[src/rtl/conv_seq_ctrl_if.sv]
// Control/stream handshake bundle between the convolution sequencer
// and the surrounding memories, datapath and output consumer.
interface conv_seq_ctrl_if #(
  parameter int AW = 7
) ();
  logic          conv_start;
  logic          m_ready_y;
  logic [AW-1:0] load_xaddr_val;
  logic          en_pline_stages;
  logic          m_valid_y;
  logic          conv_done;
  logic          busy;

  modport slave (
    input  conv_start,
    input  m_ready_y,
    output load_xaddr_val,
    output en_pline_stages,
    output m_valid_y,
    output conv_done,
    output busy
  );

  modport master (
    output conv_start,
    output m_ready_y,
    input  load_xaddr_val,
    input  en_pline_stages,
    input  m_valid_y,
    input  conv_done,
    input  busy
  );
endinterface

[src/rtl/conv_seq_ctrl.sv]
// Sequencer for a stall-all multiply/adder-tree convolution pipeline:
// issues window offsets, tracks in-flight valids, counts outputs.
module conv_seq_ctrl #(
  parameter int X_SIZE           = 128,
  parameter int F_SIZE           = 32,
  parameter int PLINE_STAGES     = 5,
  parameter int X_MEM_ADDR_WIDTH = $clog2(X_SIZE)
) (
  input  logic            clk,
  input  logic            reset,
  conv_seq_ctrl_if.slave  cs
);

  localparam int N_OUT = X_SIZE - F_SIZE + 1;
  localparam int CW    = $clog2(N_OUT + 1);

  localparam logic [CW-1:0] N_OUT_C = CW'(N_OUT);
  localparam logic [CW-1:0] LAST_C  = CW'(N_OUT - 1);

  typedef enum logic [1:0] {
    IDLE = 2'd0,
    RUN  = 2'd1,
    DONE = 2'd2
  } state_e;

  state_e                  state_q;
  logic [CW-1:0]           issue_q;
  logic [CW-1:0]           out_cnt_q;
  logic [PLINE_STAGES-1:0] vld_q;
  logic                    done_q;
  logic                    busy_q;

  logic                    valid;
  logic                    en;
  logic                    hs;
  logic                    issue_ok;
  logic [CW-1:0]           addr_d;

  always_comb begin
    valid    = vld_q[PLINE_STAGES-1];
    en       = (state_q == RUN) && (!valid || cs.m_ready_y);
    hs       = valid && cs.m_ready_y && (state_q == RUN);
    issue_ok = issue_q < N_OUT_C;
    addr_d   = issue_ok ? issue_q : LAST_C;
  end

  assign cs.load_xaddr_val  = X_MEM_ADDR_WIDTH'(addr_d);
  assign cs.en_pline_stages = en;
  assign cs.m_valid_y       = valid;
  assign cs.conv_done       = done_q;
  assign cs.busy            = busy_q;

  always_ff @(posedge clk or posedge reset) begin
    if (reset) begin
      state_q   <= IDLE;
      issue_q   <= '0;
      out_cnt_q <= '0;
      vld_q     <= '0;
      done_q    <= 1'b0;
      busy_q    <= 1'b0;
    end else begin
      done_q <= 1'b0;
      case (state_q)
        IDLE: begin
          if (cs.conv_start) begin
            state_q   <= RUN;
            busy_q    <= 1'b1;
            issue_q   <= '0;
            out_cnt_q <= '0;
            vld_q     <= '0;
          end
        end
        RUN: begin
          if (!cs.conv_start) begin
            state_q <= IDLE;
            busy_q  <= 1'b0;
            vld_q   <= '0;
          end else begin
            if (en) begin
              vld_q <= {vld_q[PLINE_STAGES-2:0], issue_ok};
              if (issue_ok) issue_q <= issue_q + 1'b1;
            end
            if (hs) begin
              out_cnt_q <= out_cnt_q + 1'b1;
              // final result accepted: flush and pulse done
              if (out_cnt_q == LAST_C) begin
                state_q <= DONE;
                done_q  <= 1'b1;
                vld_q   <= '0;
              end
            end
          end
        end
        DONE: begin
          state_q <= IDLE;
          busy_q  <= 1'b0;
        end
        default: begin
          state_q <= IDLE;
          busy_q  <= 1'b0;
          vld_q   <= '0;
        end
      endcase
    end
  end

endmodule

[src/flat_wrapper.sv]
// flat-port wrapper written by rule: the top's interface ports become plain ports
module conv_seq_ctrl_flat 
#(
  parameter int X_SIZE           = 128,
  parameter int F_SIZE           = 32,
  parameter int PLINE_STAGES     = 5,
  parameter int X_MEM_ADDR_WIDTH = $clog2(X_SIZE)
)
  (clk, reset, cs_conv_start, cs_m_ready_y, cs_load_xaddr_val, cs_en_pline_stages, cs_m_valid_y, cs_conv_done, cs_busy);
  conv_seq_ctrl_if #(.AW(7)) cs_i ();
  input  logic clk;
  input  logic reset;
  input wire logic [$bits(cs_i.conv_start)-1:0] cs_conv_start;
  input wire logic [$bits(cs_i.m_ready_y)-1:0] cs_m_ready_y;
  output wire logic [$bits(cs_i.load_xaddr_val)-1:0] cs_load_xaddr_val;
  output wire logic [$bits(cs_i.en_pline_stages)-1:0] cs_en_pline_stages;
  output wire logic [$bits(cs_i.m_valid_y)-1:0] cs_m_valid_y;
  output wire logic [$bits(cs_i.conv_done)-1:0] cs_conv_done;
  output wire logic [$bits(cs_i.busy)-1:0] cs_busy;
  assign cs_i.conv_start = cs_conv_start;
  assign cs_i.m_ready_y = cs_m_ready_y;
  assign cs_load_xaddr_val = cs_i.load_xaddr_val;
  assign cs_en_pline_stages = cs_i.en_pline_stages;
  assign cs_m_valid_y = cs_i.m_valid_y;
  assign cs_conv_done = cs_i.conv_done;
  assign cs_busy = cs_i.busy;
  conv_seq_ctrl #(.X_SIZE(X_SIZE), .F_SIZE(F_SIZE), .PLINE_STAGES(PLINE_STAGES), .X_MEM_ADDR_WIDTH(X_MEM_ADDR_WIDTH)) u_core (.clk(clk), .reset(reset), .cs(cs_i));
endmodule
[config.mk]
export PLATFORM = sky130hd
export DESIGN_NAME = conv_seq_ctrl_flat
export DESIGN_NICKNAME = d
export VERILOG_FILES = /design/src/rtl/conv_seq_ctrl_if.sv /design/src/rtl/conv_seq_ctrl.sv /design/src/flat_wrapper.sv
export SDC_FILE = /design/constraint.sdc
export NUM_CORES = 1
export LEC_CHECK = 0
export ABC_AREA = 1
export BUFFER_PORTS_ARGS = -buffer_cell sky130_fd_sc_hd__buf_2
export CAP_MARGIN = 20
export CORE_ASPECT_RATIO = 1.25
export CORE_UTILIZATION = 35
export CTS_CLUSTER_DIAMETER = 200
export DETAILED_ROUTE_END_ITERATION = 7
export PLACE_DENSITY = 0.65
export SYNTH_ARGS = -nofsm -noshare
export SYNTH_HDL_FRONTEND = slang
export SYNTH_SLANG_ARGS = --single-unit
[constraint.sdc]
create_clock -name clk -period 1.1 [get_ports clk]
set_input_delay 0.165 -clock clk [delete_from_list [all_inputs] [get_ports clk]]
set_output_delay 0.165 -clock clk [all_outputs]
set_load 0.02 [all_outputs]
==> results of run 1 <==
## worst reg2reg max path: stages (launching register included)
cell and delay [ns]:
dfrtp_1 0.40, inv_2 0.11, nand2_4 0.09, buf_12 0.14
buf_12 0.14, nor2_8 0.15, nand3_2 0.11, a21oi_2 0.13
## repair_timing
action                                 in CTS  in global routing
cloned                                      1                  0
pin swaps                                  28                 24
setup endpoints to repair                  31                 31
gates resized for setup                    80                 24
hold buffers                                1                  0
endpoints found under the hold margin      23                  0
buffers inserted                           15                 11
## routing by layer
metal | share of wire | vias up | global-route usage
li1 | - | 724 | -
met1 | 0.40 | 683 | 0.206
met2 | 0.56 | 18 | 0.369
met3 | 0.020 | 9 | 0.0321
met4 | 0.019 | 0 | 0.0767
met5 | 0 | - | 0
## worst paths after layout
kind | slack (ns) | startpoint | cells past startpoint | endpoint
worst max-delay path | -0.32 | u_core.issue_q[3]$_DFFE_PP0P_ | 6 | cs_load_xaddr_val[2]
min in group asynchronous | 0.46 | reset | 4 | u_core.issue_q[3]$_DFFE_PP0P_
worst max register to register | -0.23 | u_core.state_q[1]$_DFFE_PP0P_ | 7 | u_core.vld_q[3]$_DFFE_PP0P_
max in group asynchronous | 0.39 | reset | 4 | u_core.state_q[0]$_DFFE_PP0P_
worst min-delay path | 0.30 | cs_conv_start | 4 | u_core.cs.busy$_DFFE_PP0P_
worst min register to register | 0.54 | u_core.vld_q[0]$_DFFE_PP0P_ | 2 | u_core.vld_q[0]$_DFFE_PP0P_
## flip-flops by register name, indices dropped and copies added, names as in the netlist
register             cells
u_core.issue_q           7
u_core.out_cnt_q         7
u_core.vld_q             5
u_core.state_q           2
u_core.cs.busy           1
u_core.cs.conv_done      1
## stage by stage
stage          cell area, um2  setup WS (ns)  TNS, ns  cells
2_1_floorplan            1420        -0.0707   -0.303    183
4_1_cts                  2210         -0.368    -4.30    294
3_3_place_gp             1760         -0.209    -2.34    276
6_report                 2350         -0.319    -4.26    301
5_1_grt                  2350         -0.406    -6.61    301
3_5_place_dp             1760         -0.229    -2.66    276
## where the power goes
group | internal (mW) | switching [mW] | total (mW)
Sequential | 0.951 | 0.0812 | 1.03
Combinational | 0.788 | 0.755 | 1.54
Clock | 0.259 | 0.286 | 0.545
Total | 2.00 | 1.12 | 3.12
## cell families (layout without fill, tap and decap cells)
family / after synthesis / after routing
XOR/XNOR: 1 / 1
flip-flops: 23 / 23
buffers and inverters: 33 / 96
AO/OA/AOI/OAI: 23 / 23
adder cells (fa/ha/maj): 3 / 3
AND/OR/NAND/NOR: 100 / 101
## final cells by class
type,instances,area (um2),area share
repair buffers,63,571,0.243
flip-flops and latches,23,578,0.246
inverters,29,124,0.0527
clock buffers,4,45.0,0.0192
well taps,54,67.6,0.0288
multi-input cells,128,963,0.410
## placed cells by master (no fill, tap or decap), types with 5 or more instances in the layout
master / instances
o21ai_1: 8
nand2_1: 30
nand2_2: 5
nor2_1: 11
nand3_1: 12
nand2_4: 8
buf_2: 5
inv_1: 20
buf_6: 22
dfrtp_1: 21
nor2_4: 11
nand3_2: 8
buf_4: 33
nand4_1: 6
inv_2: 7
==> results.txt, run 1 <==
Outcome: complete, but fails checks
Violated checks: negative setup slack
Vias: 1434
Die X: 58.1 um
Post-synthesis xor/xnor area fraction: 0.00635
Ant diodes: 0
PortBufs: 14
Simple-Gate Fraction of Synth Area: 0.353
Skew-Pair Late Insertion Delay: 0.27 ns
Final Hold Fails: 0
Antenna viol nets, final: 0
GPL Wtd Cong: 0.820
First-pass GRT wire length: 6140 um
Hold Slack: 0.301 ns
Crit start category: flop
Worst Hold Class: in2reg
CP endpoint kind: output pin
Worst-Margin Slew: 0.328 ns
Detailed Routing Iterations Pass 1: 4
Synthesis Warnings: 0
Row count: 25
Nets: 255
Leak Pwr: 1.12 nW
Clock buffer depth: 2
Num CTS Buffers: 3
Async S/R FF share, synth: 1.00
Final setup fails: 30
Proportion of synthesized area in mux cells: 0
Yosys top cell by area: dfrtp_1
Syn avg cell area: 7.53 um2
Area of the mapped netlist: 0.00138 mm2
Post-Synthesis Cells: 183
Family with the most delay on the worst path: simple AND/OR/NAND/NOR gates
Critical path class: reg2out
Worst path bufs/invs: 2
CP required: 0.94 ns
Post-synth EDFFs: 0
Critical path arrival: 1.25 ns
Die area: 0.00420 mm2
Largest family of logic cells by synthesized area: simple AND/OR/NAND/NOR gates
Reg clk slew, reported paths: 0.09 ns
Setup slack after layout: -0.319 ns
Clock Skews: 0.00527 ns
Initial antenna violation count: 0
Most instantiated cells after synthesis: 35 x nand2_1, 27 x inv_1, 23 x dfrtp_1, 22 x nor2_1, 21 x nand3_1
Number of vias per cell: 4.76
TritonCTS clock tree: yes
RSZ-0062 raised after global routing: yes
GRT Util Overall: 0.193
Share of layout cells above drive strength 1: 0.518
Adder-Cell Fraction of Synth Area: 0.0272
Synth Flop Type: dfrtp_1
Pin count of the biggest net entering global routing: 24
DIE HEIGHT: 72.2 um
Synth Area in Compound Gates: 0.0953
Netlist cell types: 25
Seq cells post-synth: 23
Max-slew headroom: 0.781
Filler cell count: 322
Max VDD drop: 0.00103 V
Dpl hpwl: 2320 um
Grt ovf: 0
CP Max Fanout: 3
DRT Wirelength: 3730 um
Clock sinks: 23
Routed WL per cell: 12.4 um
Worst path cell trace: nor2_1, nand3_2, nand2_2, inv_4, nor2_4, buf_6
Max Transition Viols Final: 0
Max-cap viol count: 0
CTS H-tree depth: 1
Starting DRT DRC Count: 42
Power density cells: 1330 mW/mm2
Final Util: 0.620
Crit path time final: 1.42 ns
Vias in the first global route: 1468
# DRC: 0
Overall power: 3.12 mW
Ranking of synthesized cells by area: dfrtp_1 42%, nand2_1 9.5%, nand3_1 7.6%, inv_1 7.4%, nor2_1 6.0%
Layout area overhead: 70.3%
Synth Net Count: 190
Part of the cycle the worst path needs: 1.29
Synth top area share: 0.417
Initial Util: 0.364
Top Ports: 15
Max incr delay on CP: 0.38 ns
Sequential fraction of the synthesis area: 0.417
CP max-delay cell: dfrtp_1
Core ar.: 0.00378 mm2
Fmax: 704 MHz
Root buf cell: clkbuf_8
Most frequent cell after synthesis: nand2_1
No activity file was read; power rests on OpenSTA's default activity.
==> inputs of run 2 (changes only) <==
--- a/config.mk
+++ b/config.mk
@@ -9,10 +9,11 @@
 export BUFFER_PORTS_ARGS = -buffer_cell sky130_fd_sc_hd__buf_2
 export CAP_MARGIN = 20
 export CORE_ASPECT_RATIO = 1.25
-export CORE_UTILIZATION = 35
+export CORE_UTILIZATION = 45
 export CTS_CLUSTER_DIAMETER = 200
 export DETAILED_ROUTE_END_ITERATION = 7
-export PLACE_DENSITY = 0.65
+export PLACE_DENSITY = 0.77
+export RECOVER_POWER = 25
 export SYNTH_ARGS = -nofsm -noshare
 export SYNTH_HDL_FRONTEND = slang
 export SYNTH_SLANG_ARGS = --single-unit
==> results.txt, run 2 (synthesis gave the netlist of run 1 again) <==
Outcome: complete, but fails checks (unchanged)
Violated checks: negative setup slack (unchanged)
Dpl cells: 258 (was 276)
Row count: 22 (was 25)
Post-DP Area: 0.00173 mm2 (was 0.00176 mm2)
CTS H-tree depth: 1 (unchanged)
First-pass GRT wire length: 6090 um (was 6140 um)
Final Util: 0.787 (was 0.620)
Max VDD drop: 0.00128 V (was 0.00103 V)
Max-slew headroom: 0.612 (was 0.781)
Worst Hold Class: in2reg (unchanged)
Clock sinks: 23 (unchanged)
Final setup fails: 31 (was 30)
Overall power: 2.99 mW (was 3.12 mW)
Antenna viol nets, final: 0 (unchanged)
Post-route cell area: 0.00230 mm2 (was 0.00235 mm2)
Clock buffer depth: 2 (unchanged)
Dpl hpwl: 2250 um (was 2320 um)
Pin count of the biggest net entering global routing: 24 (unchanged)
# DRC: 0 (unchanged)
Clock Skews: 0.00466 ns (was 0.00527 ns)
PortBufs: 14 (unchanged)
Final Hold Fails: 0 (unchanged)
CP Max Fanout: 3 (unchanged)
Critical path arrival: 1.33 ns (was 1.25 ns)
Max-cap viol count: 0 (unchanged)
Worst reg-to-reg path cell count: 7 (unchanged)
Grt ovf: 0 (unchanged)
Power density cells: 1300 mW/mm2 (was 1330 mW/mm2)
Most common cell after layout, fill and taps aside: buf_4 (unchanged)
Top Ports: 15 (unchanged)
Register-to-register setup slack: -0.33 ns (was -0.23 ns)
Fmax: 668 MHz (was 704 MHz)
Setup WS pre-CTS: -0.157 ns (was -0.229 ns)
Die X: 51.5 um (was 58.1 um)
CP required: 0.94 ns (about the same)
Detailed Routing Iterations Pass 1: 4 (unchanged)
Worst-Margin Slew: 0.583 ns (was 0.328 ns)
RSZ-0062 raised after global routing: yes (unchanged)
Die area: 0.00329 mm2 (was 0.00420 mm2)
Core ar.: 0.00292 mm2 (was 0.00378 mm2)
Nets: 256 (was 255)
Worst Hold Path Cells: 3 (was 4)
Hold Slack: 0.148 ns (was 0.301 ns)
CP endpoint kind: output pin (unchanged)
Number of vias per cell: 5.39 (was 4.76)
Ant diodes: 0 (unchanged)
Vias in the first global route: 1409 (was 1468)
Skew-Pair Late Insertion Delay: 0.32 ns (was 0.27 ns)
Initial Util: 0.473 (was 0.364)
DIE HEIGHT: 63.9 um (was 72.2 um)
Share of layout cells above drive strength 1: 0.536 (was 0.518)
Largest regs: u_core.issue_q: 7 flops, u_core.out_cnt_q: 7 flops, u_core.vld_q: 5 flops (unchanged)
Reg clk slew, reported paths: 0.12 ns (was 0.09 ns)
Starting DRT DRC Count: 60 (was 42)
Leak Pwr: 1.11 nW (was 1.12 nW)
Max Transition Viols Final: 0 (unchanged)
Most frequent cells in the layout: 32 x buf_4, 27 x nand2_1, 24 x buf_6 (was 33 x buf_4, 30 x nand2_1, 22 x buf_6)
Part of the cycle the worst path needs: 1.36 (was 1.29)
Crit start category: flop (unchanged)
Layout area overhead: 66.5% (was 70.3%)
TritonCTS clock tree: yes (unchanged)
Num CTS Buffers: 3 (unchanged)
GRT Util Overall: 0.247 (was 0.193)
Critical path class: reg2out (unchanged)
DRT Wirelength: 4440 um (was 3730 um)
Crit path time final: 1.50 ns (was 1.42 ns)
GPL Wtd Cong: 0.790 (was 0.820)
Setup slack after layout: -0.396 ns (was -0.319 ns)
Setup TNS: -5.52 ns (was -4.26 ns)
Root buf cell: clkbuf_4 (was clkbuf_8)
Initial antenna violation count: 0 (unchanged)
Vias: 1532 (was 1434)
Routed WL per cell: 15.6 um (was 12.4 um)
Final cell count without fillers: 284 (was 301)
## run 2: cell count changes in the layout (fill, tap and decap cells not counted), sizes merged
cell / change
inv: +1
## run 2: cell type report
cell class,count,area (um2)
Inverter,29,116
Clock buffer,3,22.5
Fill cell,198,622
Multi-Input combinational cell,128,958
Tap cell,36,45.0
Sequential cell,23,578
Clock inverter,1,5.00
Timing Repair Buffer,64,571
## run 2: critical path, cell delays in order (launching register included)
cell and delay [ns]:
dfrtp_1 0.43, buf_4 0.15, buf_4 0.14, inv_1 0.12, nor2_4 0.05, buf_6 0.12
## run 2: what timing repair did
action	4_1_cts	5_1_grt
endpoints found under the setup margin	31	32
cloned	1	0
setup buffers	19	10
pin swaps	27	19
gates resized for setup	72	32
endpoints found under the hold margin	23	0
hold buffers	1	0
## run 2: metal layers
layer / share of wire / track usage / wire length [um] / vias to the layer above
li1: - / - / - / 721
met1: 0.36 / 0.281 / 1610 / 760
met2: 0.57 / 0.464 / 2530 / 38
met3: 0.031 / 0.0167 / 138 / 13
met4: 0.036 / 0.0912 / 159 / 0
met5: 0 / 0 / 0 / -
## run 2: where the power goes
group / switching (mW) / internal, mW
Sequential: 0.0872 / 0.951
Combinational: 0.794 / 0.758
Clock: 0.264 / 0.136
Total: 1.15 / 1.85
## run 2: final timing paths
path                                                  to                           from
min in group asynchronous  u_core.issue_q[3]$_DFFE_PP0P_                          reset
setup reg to reg           u_core.issue_q[4]$_DFFE_PP0P_  u_core.issue_q[0]$_DFFE_PP0P_
hold reg to reg               u_core.cs.busy$_DFFE_PP0P_  u_core.state_q[1]$_DFFE_PP0P_
hold / removal                u_core.cs.busy$_DFFE_PP0P_                  cs_conv_start
setup / recovery                    cs_load_xaddr_val[0]  u_core.issue_q[0]$_DFFE_PP0P_
max in group asynchronous    u_core.vld_q[4]$_DFFE_PP0P_                          reset
